**config.mk**
```make
export PLATFORM = sky130hd
export DESIGN_NAME = register_bank_arbiter
export DESIGN_NICKNAME = d
export VERILOG_FILES = /design/src/rtl/register_bank_arbiter.sv
export SDC_FILE = /design/constraint.sdc
export NUM_CORES = 1
export LEC_CHECK = 0
export ABC_AREA = 1
export BUFFER_PORTS_ARGS = -buffer_cell sky130_fd_sc_hd__buf_4
export CORE_UTILIZATION = 23
export DETAILED_ROUTE_END_ITERATION = 10
export PLACE_DENSITY_LB_ADDON = 0.08
export SLEW_MARGIN = 10
export SYNTH_ARGS = -nofsm -noshare
export SYNTH_HDL_FRONTEND = slang
export SYNTH_HIERARCHICAL = 1
export SYNTH_SLANG_ARGS = --single-unit
```
**constraint.sdc**
```tcl
create_clock -name clk -period 1.42 [get_ports clk]
set_clock_uncertainty 0.1 [all_clocks]
set_input_delay 0.426 -clock clk [delete_from_list [all_inputs] [get_ports clk]]
set_output_delay 0.426 -clock clk [all_outputs]
set_load 0.01 [all_outputs]
```
**src/rtl/register_bank_arbiter.sv**
```systemverilog
// Two-requester write arbiter in front of a small register bank.
// Round-robin grant in IDLE, one-cycle COMMIT writes the held request.

module register_bank_reg #(
   parameter int DATA_W = 4
) (
   input  logic              clk,
   input  logic              reset,
   input  logic              en,
   input  logic [DATA_W-1:0] d,
   output logic [DATA_W-1:0] q
);
   always_ff @(posedge clk or negedge reset) begin
      if (!reset)  q <= '0;
      else if (en) q <= d;
   end
endmodule

module register_bank_arbiter #(
   parameter int DATA_W = 4,
   parameter int ADDR_W = 2
) (
   input  logic              clk,
   input  logic              reset,
   input  logic              req0_valid,
   input  logic [ADDR_W-1:0] req0_addr,
   input  logic [DATA_W-1:0] req0_data,
   output logic              req0_ready,
   input  logic              req1_valid,
   input  logic [ADDR_W-1:0] req1_addr,
   input  logic [DATA_W-1:0] req1_data,
   output logic              req1_ready,
   input  logic [ADDR_W-1:0] rd_addr,
   output logic [DATA_W-1:0] rd_data,
   output logic              busy,
   output logic              wr_done,
   output logic              wr_src
);
   localparam int DEPTH = 1 << ADDR_W;

   typedef enum logic {IDLE = 1'b0, COMMIT = 1'b1} state_t;

   typedef struct packed {
      logic              src;
      logic [ADDR_W-1:0] addr;
      logic [DATA_W-1:0] data;
   } hold_t;

   state_t state, nxt;
   logic   prio;
   hold_t  hold;
   logic   xfer;

   logic [DEPTH-1:0][DATA_W-1:0] bank_q;
   logic [DEPTH-1:0]             bank_en;

   assign busy = (state == COMMIT);

   genvar g;
   generate
      for (g = 0; g < DEPTH; g++) begin : gen_bank
         assign bank_en[g] = busy && (hold.addr == ADDR_W'(g));
         register_bank_reg #(.DATA_W(DATA_W)) u_reg (
            .clk   (clk),
            .reset (reset),
            .en    (bank_en[g]),
            .d     (hold.data),
            .q     (bank_q[g])
         );
      end
   endgenerate

   assign rd_data = bank_q[rd_addr];

   always_ff @(posedge clk or negedge reset) begin
      if (!reset) state <= IDLE;
      else        state <= nxt;
   end

   // Readies are gated by reset so nothing is offered while it is held.
   always_comb begin
      nxt        = state;
      req0_ready = 1'b0;
      req1_ready = 1'b0;
      case (state)
         IDLE: begin
            if (reset) begin
               req0_ready = req0_valid && (!req1_valid || !prio);
               req1_ready = req1_valid && (!req0_valid ||  prio);
            end
            if (req0_ready || req1_ready) nxt = COMMIT;
         end
         COMMIT:  nxt = IDLE;
         default: nxt = IDLE;
      endcase
   end

   assign xfer = (req0_ready && req0_valid) || (req1_ready && req1_valid);

   always_ff @(posedge clk or negedge reset) begin
      if (!reset) begin
         prio    <= 1'b0;
         hold    <= '0;
         wr_done <= 1'b0;
         wr_src  <= 1'b0;
      end else begin
         wr_done <= busy;
         if (busy) wr_src <= hold.src;
         if (xfer) begin
            hold.src  <= req1_ready;
            hold.addr <= req1_ready ? req1_addr : req0_addr;
            hold.data <= req1_ready ? req1_data : req0_data;
            // pointer moves to whoever lost this round
            prio      <= ~req1_ready;
         end
      end
   end
endmodule
```
==> results of run 1 <==
## final cells by class
class,instances,area [um^2],share of cell area [%]
Inverter,26,109,5.72
Sequential cell,27,677,35.6
Tap cell,72,90.1,4.73
Timing Repair Buffer,45,353,18.5
Clock buffer,4,45.0,2.37
Multi-Input combinational cell,112,629,33.1
## where the power goes
part           internal (mW)  switching (mW)  leakage [nW]
logic                  0.485           0.502         0.640
registers               1.08           0.306         0.338
clock network          0.201           0.224        0.0228
total                   1.77            1.03          1.00
## worst max-delay path by stage
stage,from,end,cells after the start
floorplan,reset,req1_ready,5
global placement,reset,req1_ready,6
detailed placement,rd_addr[0],rd_data[2],5
CTS,busy,req0_ready,4
global route,busy,req0_ready,4
finish,busy,busy,3
## stage by stage
step	cells	hold WS, ns	TNS [ns]	area (um^2)	setup WS, ns
2_1_floorplan	168	0.0304	-0.121	1370	-0.110
3_3_place_gp	274	0.359	-1.99	1710	-0.185
3_5_place_dp	274	0.367	-2.02	1710	-0.205
4_1_cts	283	0.0628	-1.41	1850	-0.247
5_1_grt	286	0.0789	-3.41	1900	-0.262
6_report	286	0.0555	-1.66	1900	-0.217
## repair_timing
action                     4_1_cts  5_1_grt
resized for setup               24        7
setup endpoints to repair       11       23
setup buffers                    5        3
pin swaps                        9        5
## sequential cells by signal, summed over array words and instances, names as in the netlist
| signal | cells |
|---|---|
| prio | 1 |
| wr_src | 1 |
| gen_bank.u_reg/q | 16 |
| wr_done | 1 |
| busy | 1 |
| hold | 7 |
## cells in the final DEF, fill, tap and decap left out
cell / netlist / routed
nand4_1: 6 / 6
dfrtp_2: 0 / 1
inv_1: 22 / 18
o21ai_2: 0 / 8
nor2_2: 0 / 4
nand2_1: 60 / 60
nand3_4: 2 / 2
o22ai_2: 0 / 4
nand2_4: 1 / 1
a21oi_1: 1 / 1
clkinvlp_4: 0 / 1
nor3_4: 0 / 1
inv_2: 4 / 5
nand3_1: 12 / 12
nor2_1: 8 / 4
buf_4: 1 / 41
inv_4: 0 / 1
nor2_8: 1 / 1
nor3_2: 0 / 3
buf_6: 1 / 4
clkbuf_8: 0 / 3
inv_6: 0 / 1
nand2_2: 3 / 3
clkbuf_1: 0 / 1
dfrtp_1: 27 / 26
o21ai_0: 10 / 2
## cells by family after synthesis
family | count (synthesis)
AO/OA/AOI/OAI | 15
buffers and inverters | 29
AND/OR/NAND/NOR | 97
flip-flops | 27
## worst reg2reg max path: cells and delay by family (launching register included)
family                 cells  cell delay, ns
buffers and inverters      5            0.56
DFF                        1            0.43
and+or+nand+nor            3            0.29
## layer usage
layer | track usage [%] | part of all wire, % | vias to the layer above
met2 | 20.3 | 50 | 32
met1 | 15.2 | 44 | 546
met4 | 5.74 | 1.6 | 0
li1 | - | - | 620
met5 | 0 | 0 | -
met3 | 1.86 | 4.4 | 4
==> results.py, run 1 <==
metrics = {
    "run_status": {
        "status": "finished with violations",
        "failed_checks": "negative setup slack",
    },
    "synth": {
        "synth_xor_area_share_pct": 0,
        "synth_edf_count": 0,
        "synthAdderAreaFrac_pct": 0,
        "yosysTopAreaCellShare_pct": 50.6,
        "ys_seq_area_share_pct": 50.6,
        "syn_nets": 186,
        "syn_inst": 168,
        "synth-simple-area-share_pct": 34.3,
        "synth_compound_area_share_pct": 6.00,
        "synth.top_cells.by_count": "60 x nand2_1, 27 x dfrtp_1, 22 x inv_1",
        "synth_top_family_by_area": "simple AND/OR/NAND/NOR gates",
        "ys_ff_latch": 27,
        "synth_area_leaders": "dfrtp_1 51%, nand2_1 17%, inv_1 6.2%",
        "yosysWarnings": 6,
        "yosysUniqueCellTypes": 18,
        "post-synth-top-area-cell": "dfrtp_1",
        "syn_area_per_cell_um2": 7.95,
        "synth_area_um2": 1340,
        "async_flop_share_pct": 100,
        "synth.area.mux_share_pct": 0,
        "synth_most_common_cell": "nand2_1",
        "ys.flop_type": "dfrtp_1",
    },
    "drt": {
        "vias_per_cell": 4.20,
        "dr.pass1.iters": 4,
        "totalWireLength_mm": 3.46,
        "avgRoutedWirePerCell_um": 12.1,
        "drt_iter0_markers": 55,
        "antenna_left": 0,
        "drc": 0,
        "num_vias": 1202,
    },
    "placement": {
        "port_buffers": 26,
        "gp_congestion": 0.823,
        "post-dp-hpwl_mm": 2.53,
    },
    "setup_path": {
        "worstPathMaxFanout": 3,
        "worstPathRequired_ns": 0.89,
        "reg2reg_slack_ns": -0.06,
        "timing.rr.start": "busy",
        "slowest_delay_ns": 0.45,
        "r2r-end": "gen_bank[1].u_reg/q[0]",
        "critPathBufInv": 3,
        "startpoint_type": "flip-flop",
        "cp_common_cell": "buf_4",
        "crit_family": "flip-flops",
        "cp_slowest_cell": "dfrtp_2",
        "crit_arrival_ns": 1.11,
        "crit_type": "reg2out",
        "path_cells": "buf_4 -> buf_6 -> buf_4",
        "ff2ff_path_depth": 8,
        "end_kind": "output pin",
    },
    "grt": {
        "grt_pass1_vias": 1189,
        "grt_overflow": 0,
        "grt_max_degree": 28,
        "grt_first_pass_wirelength_mm": 5.65,
        "antenna_found_initial": 0,
        "grtUsageTotal_pct": 12.1,
    },
    "finish": {
        "drive_gt1_share_pct": 39.3,
        "fin_util_pct": 34.3,
        "fillCellCount": 601,
        "num_antenna_cells": 0,
        "nets": 233,
        "area_delta_synth_final_pct": 42.5,
    },
    "power_and_ir_drop": {
        "p_leak_nw": 1.00,
        "finalPower_mw": 2.80,
        "ir_drop_v": 0.000381,
        "p_per_area_nw_per_um2": 1470,
    },
    "clock_tree": {
        "path_clk_slew_ns": 0.09,
        "cts_sinks": 27,
        "cts_max_level": 1,
        "insertion_delay_ns": 0.27,
        "cts_root_buf": "clkbuf_8",
        "tritoncts": "yes",
        "hold_buffers": 0,
        "numCtsBuffers": 3,
        "clock_path_buffers": 2,
    },
    "timing": {
        "rsz0062_at_grt": "true",
        "fin_ws_ns": -0.217,
        "period_share_pct": 115,
        "drv_slew": 0,
        "fmax_mhz": 611,
        "tightest_slew_ns": 0.348,
        "max-slew-margin-rel_pct": 76.8,
        "final-setup-viol-count": 21,
        "hold_viol": 0,
        "layout_min_cycle_time_ns": 1.64,
    },
    "worst_hold_path": {
        "holdCritPathClass": "in2async",
    },
    "job": {
        "cap_violations": 0,
    },
    "floorplan": {
        "die_y_um": 78.2,
        "dieArea_um2": 6110,
        "core_um2": 5540,
        "die_w_um": 78.2,
        "row_count": 27,
        "start_util_pct": 24.1,
        "io_pins": 27,
    },
}
Power figures use the tool's default switching activity.
==> inputs of run 2 (changes only) <==
ABC_AREA = default   (was 1)
==> results.py, run 2 <==
metrics = {
    "run_status": {
        "status": "finished with violations",
        "failed_checks": "negative setup slack",
    },
    "timing": {
        "layout_min_cycle_time_ns": 1.80,
        "holdWs_ns": 0.157,
        "fin_ws_ns": -0.385,
        "max-slew-margin-rel_pct": 69.2,
        "rsz0062_at_grt": "true",
        "tightest_slew_ns": 0.462,
        "fmax_mhz": 554,
        "final-setup-viol-count": 7,
        "drv_slew": 0,
        "hold_viol": 0,
        "fin_tns_setup_ns": -2.07,
        "period_share_pct": 127,
    },
    "synth": {
        "synth.top_cells.by_count": "27 x dfrtp_1, 17 x mux2_2, 8 x inv_1",
        "ys.flop_type": "dfrtp_1",
        "syn_inst": 93,
        "yosysUniqueCellTypes": 20,
        "post-synth-top-area-cell": "dfrtp_1",
        "synth_area_um2": 1280,
        "syn_nets": 111,
        "yosysTopAreaCellShare_pct": 52.9,
        "async_flop_share_pct": 100,
        "syn_area_per_cell_um2": 13.7,
        "ys_ff_latch": 27,
        "synth_most_common_cell": "dfrtp_1",
        "synth_area_leaders": "dfrtp_1 53%, mux2_2 15%, o311ai_2 7.6%",
        "yosysWarnings": 6,
        "ys_seq_area_share_pct": 52.9,
        "synth_edf_count": 0,
    },
    "floorplan": {
        "die_w_um": 76.5,
        "row_count": 26,
        "io_pins": 27,
        "core_um2": 5240,
        "dieArea_um2": 5860,
        "start_util_pct": 24.4,
        "die_y_um": 76.5,
    },
    "clock_tree": {
        "clock_path_buffers": 2,
        "tritoncts": "yes",
        "cts_sinks": 27,
        "path_clk_slew_ns": 0.10,
        "hold_buffers": 0,
        "numCtsBuffers": 3,
        "insertion_delay_ns": 0.27,
        "cts_max_level": 1,
        "cts_root_buf": "clkbuf_8",
    },
    "setup_path": {
        "crit_family": "multiplexers",
        "startpoint_type": "flip-flop",
        "worstPathMaxFanout": 2,
        "critPathBufInv": 1,
        "timing.rr.start": "busy",
        "reg2reg_slack_ns": 0.05,
        "path_cells": "mux4_2 -> buf_6",
        "end_kind": "output pin",
        "r2r-end": "gen_bank[0].u_reg/q[3]",
        "ff2ff_path_depth": 4,
        "worstPathRequired_ns": 0.89,
        "slowest_delay_ns": 0.48,
        "crit_cells": 2,
        "cp_slowest_cell": "mux4_2",
        "crit_arrival_ns": 1.28,
        "crit_type": "reg2out",
    },
    "finish": {
        "largest_reg_flops": 16,
        "final_common_cell": "buf_4",
        "area_delta_synth_final_pct": 39.8,
        "num_antenna_cells": 0,
        "largest_register": "gen_bank.u_reg/q",
        "reg.largest.list": "gen_bank.u_reg/q x16, hold x7",
        "fin_util_pct": 34.1,
        "drive_gt1_share_pct": 61.5,
        "nets": 154,
        "final_cell_mix": "32 x buf_4, 26 x dfrtp_1, 13 x mux2_2",
    },
    "placement": {
        "gp_congestion": 0.640,
        "post-dp-hpwl_mm": 2.11,
        "port_buffers": 26,
    },
    "drt": {
        "antenna_left": 0,
        "totalWireLength_mm": 2.80,
        "num_vias": 885,
        "dr.pass1.iters": 2,
        "avgRoutedWirePerCell_um": 13.7,
        "drc": 0,
        "drt_iter0_markers": 13,
        "vias_per_cell": 4.32,
    },
    "grt": {
        "grt_pass1_vias": 965,
        "grtUsageTotal_pct": 10.9,
        "grt_max_degree": 28,
        "grt_first_pass_wirelength_mm": 4.95,
        "grt_overflow": 0,
        "antenna_found_initial": 0,
    },
    "power_and_ir_drop": {
        "p_leak_nw": 0.799,
        "ir_drop_v": 0.000476,
        "finalPower_mw": 2.61,
        "p_per_area_nw_per_um2": 1460,
    },
    "worst_hold_path": {
        "holdCritPathClass": "in2async",
    },
    "job": {
        "cap_violations": 0,
    },
}
-- run 2: worst min-delay path, stage by stage --
cell and delay (ns):
buf_4 0.09, buf_4 0.10, buf_4 0.33
-- run 2: power by group --
group | total [mW] | switching [mW] | internal [mW]
Clock | 0.442 | 0.243 | 0.199
Sequential | 1.23 | 0.178 | 1.06
Combinational | 0.930 | 0.300 | 0.630
-- run 2: worst max-delay path by stage --
stage	startpoint	endpoint	slack, ns
4_1_cts	gen_bank[3].u_reg/q[3]	rd_data[3]	-0.40
3_3_place_gp	rd_addr[0]	rd_data[3]	-0.33
5_1_grt	gen_bank[3].u_reg/q[3]	rd_data[3]	-0.45
3_5_place_dp	rd_addr[0]	rd_data[2]	-0.34
2_1_floorplan	busy	req1_ready	-0.14
6_report	gen_bank[3].u_reg/q[3]	rd_data[3]	-0.38
-- run 2: final cells by class --
cell class / instances / area (um^2)
multi-input cells: 55 / 601
inverters: 8 / 30.0
well taps: 70 / 87.6
fillers: 532 / 3450
flip-flops and latches: 27 / 677
clock buffers: 3 / 41.3
repair buffers: 41 / 342
clock inverters: 1 / 7.51
-- run 2: stage by stage --
step / area (um^2) / setup slack [ns] / cells
floorplan: 1290 / -0.137 / 93
global placement: 1630 / -0.330 / 198
detailed placement: 1630 / -0.336 / 198
CTS: 1750 / -0.399 / 204
global route: 1790 / -0.448 / 205
finish: 1790 / -0.385 / 205
-- run 2: cells by family after synthesis --
group                  synth area share, %
AO/OA/AOI/OAI                         11.7
buffers and inverters                 4.41
flip-flops                            52.9
multiplexers                          22.0
AND/OR/NAND/NOR                       9.01
-- run 2: what timing repair did --
action,4_1_cts,5_1_grt
resized for setup,14,14
setup buffers,2,1
pin swaps,2,0
endpoints found under the setup margin,13,21
-- run 2: per-layer routing --
metal  track usage (%)  vias up  share of wire [%]
met2              17.3       26                 46
li1                  -      430                  -
met5                 0        -                  0
met1              14.7      427                 49
met3              1.80        2                3.6
met4              4.62        0                1.2
==> inputs of run 3 (changes only) <==
CORE_UTILIZATION = 47   (was 23)
==> results.py, run 3 (synthesis gave the netlist of run 2 again) <==
metrics = {
    "run_status": {
        "status": "finished with violations",
        "failed_checks": "negative setup slack",
    },
    "finish": {
        "reg.largest.list": "gen_bank.u_reg/q x16, hold x7",
        "drive_gt1_share_pct": 62.6,
        "final_common_cell": "buf_4",
        "num_antenna_cells": 0,
        "largest_register": "gen_bank.u_reg/q",
        "largest_reg_flops": 16,
        "final_cell_mix": "32 x buf_4, 26 x dfrtp_1, 13 x buf_6",
        "area_delta_synth_final_pct": 39.7,
        "nets": 158,
    },
    "timing": {
        "holdWs_ns": 0.0882,
        "drv_slew": 0,
        "max-slew-margin-rel_pct": 74.4,
        "tightest_slew_ns": 0.383,
        "fin_ws_ns": -0.466,
        "period_share_pct": 133,
        "hold_viol": 0,
        "final-setup-viol-count": 14,
        "layout_min_cycle_time_ns": 1.89,
        "rsz0062_at_grt": "true",
        "fmax_mhz": 530,
    },
    "floorplan": {
        "row_count": 18,
        "start_util_pct": 50.6,
        "core_um2": 2520,
        "die_y_um": 54.1,
        "dieArea_um2": 2930,
        "die_w_um": 54.1,
        "io_pins": 27,
    },
    "drt": {
        "avgRoutedWirePerCell_um": 15.3,
        "vias_per_cell": 5.33,
        "drt_iter0_markers": 13,
        "totalWireLength_mm": 2.58,
        "dr.pass1.iters": 4,
        "antenna_left": 0,
        "drc": 0,
        "num_vias": 900,
    },
    "setup_path": {
        "ff2ff_path_depth": 5,
        "r2r-end": "gen_bank[0].u_reg/q[2]",
        "crit_type": "reg2out",
        "startpoint_type": "flip-flop",
        "path_cells": "mux4_2 -> buf_6",
        "worstPathRequired_ns": 0.89,
        "timing.rr.start": "busy",
        "worstPathMaxFanout": 2,
        "slowest_delay_ns": 0.49,
        "crit_arrival_ns": 1.36,
        "reg2reg_slack_ns": -0.04,
        "cp_slowest_cell": "mux4_2",
        "end_kind": "output pin",
    },
    "grt": {
        "grt_max_degree": 28,
        "grt_pass1_vias": 892,
        "grtUsageTotal_pct": 20.4,
        "grt_overflow": 0,
        "grt_first_pass_wirelength_mm": 4.13,
        "antenna_found_initial": 0,
    },
    "clock_tree": {
        "tritoncts": "yes",
        "cts_sinks": 27,
        "numCtsBuffers": 3,
        "path_clk_slew_ns": 0.14,
        "cts_max_level": 1,
        "hold_buffers": 0,
        "clock_path_buffers": 2,
        "insertion_delay_ns": 0.32,
        "cts_root_buf": "clkbuf_4",
    },
    "power_and_ir_drop": {
        "p_leak_nw": 0.824,
        "power_frac_seq_pct": 48.9,
        "ir_drop_v": 0.00102,
        "netSwitchingFraction_pct": 28.3,
        "finalPower_mw": 2.55,
        "power_switching_mw": 0.722,
        "p_per_area_nw_per_um2": 1430,
        "combPwrFrac_pct": 38.2,
        "p_int_mw": 1.83,
        "clkPwrFrac_pct": 12.9,
    },
    "worst_hold_path": {
        "holdCritPathClass": "in2async",
    },
    "placement": {
        "post-dp-hpwl_mm": 1.93,
        "port_buffers": 26,
        "dp_slack_ns": -0.334,
        "gp_congestion": 0.730,
    },
    "job": {
        "cap_violations": 0,
    },
}
==> run 3: cell types whose count changed in the layout (fill, tap and decap cells not counted), moves of 2 or more <==
cell      previous run  this run
buf_6                9        13
clkbuf_4             0         3
clkbuf_8             3         0
mux2_2              13         9
mux2_4               4         8
o21ai_2              2         0
==> run 3: worst max-delay path, delay by kind of cell, from the launching register on <==
kind,cells,cell delay [ns]
buf+inv,1,0.14
flops,1,0.41
mux,1,0.49
==> run 3: per-layer routing <==
layer / up-vias / wire (um) / global-route usage [%]
met3: 2 / 80 / 2.54
li1: 439 / - / -
met4: 0 / 17 / 6.41
met2: 22 / 1310 / 35.8
met1: 437 / 1170 / 25.9
met5: - / 0 / 0
==> run 3: power by group through the flow <==
stage          clock network, mW  registers, mW  logic [mW]
6_report                   0.328           1.25       0.975
5_1_grt                    0.368           1.28        1.05
4_1_cts                    0.336           1.23       0.866
3_5_place_dp                   0           1.25       0.769
3_3_place_gp                   0           1.22       0.745
2_1_floorplan                  0           1.19       0.500
==> run 3: per-stage QoR <==
| stage | instance area (um^2) | std cells | setup TNS [ns] | utilization, % |
|---|---|---|---|---|
| floorplan | 1290 | 93 | -0.329 | - |
| global placement | 1600 | 160 | -2.94 | 63.2 |
| detailed placement | 1600 | 160 | -3.10 | 63.2 |
| CTS | 1700 | 168 | -3.04 | 67.4 |
| global route | 1780 | 169 | -3.74 | 70.7 |
| finish | 1780 | 169 | -2.87 | 70.7 |
==> run 3: layout make-up <==
class / count / area (um^2)
repair buffers: 45 / 387
clock inverters: 1 / 5.00
clock buffers: 3 / 22.5
inverters: 8 / 30.0
multi-input cells: 55 / 626
well taps: 30 / 37.5
fillers: 180 / 738
flip-flops and latches: 27 / 677
==> run 3: what timing repair did <==
action | 4_1_cts | 5_1_grt
setup endpoints to repair | 13 | 28
pin swaps | 3 | 2
resized for setup | 19 | 21
buffers inserted | 4 | 4
==> run 3: worst max path at each step <==
stage,from,endpoint
floorplan,busy,req1_ready
global placement,rd_addr[0],rd_data[1]
detailed placement,rd_addr[0],rd_data[2]
CTS,gen_bank[3].u_reg/q[2],rd_data[2]
global route,gen_bank[3].u_reg/q[2],rd_data[2]
finish,gen_bank[3].u_reg/q[2],rd_data[2]
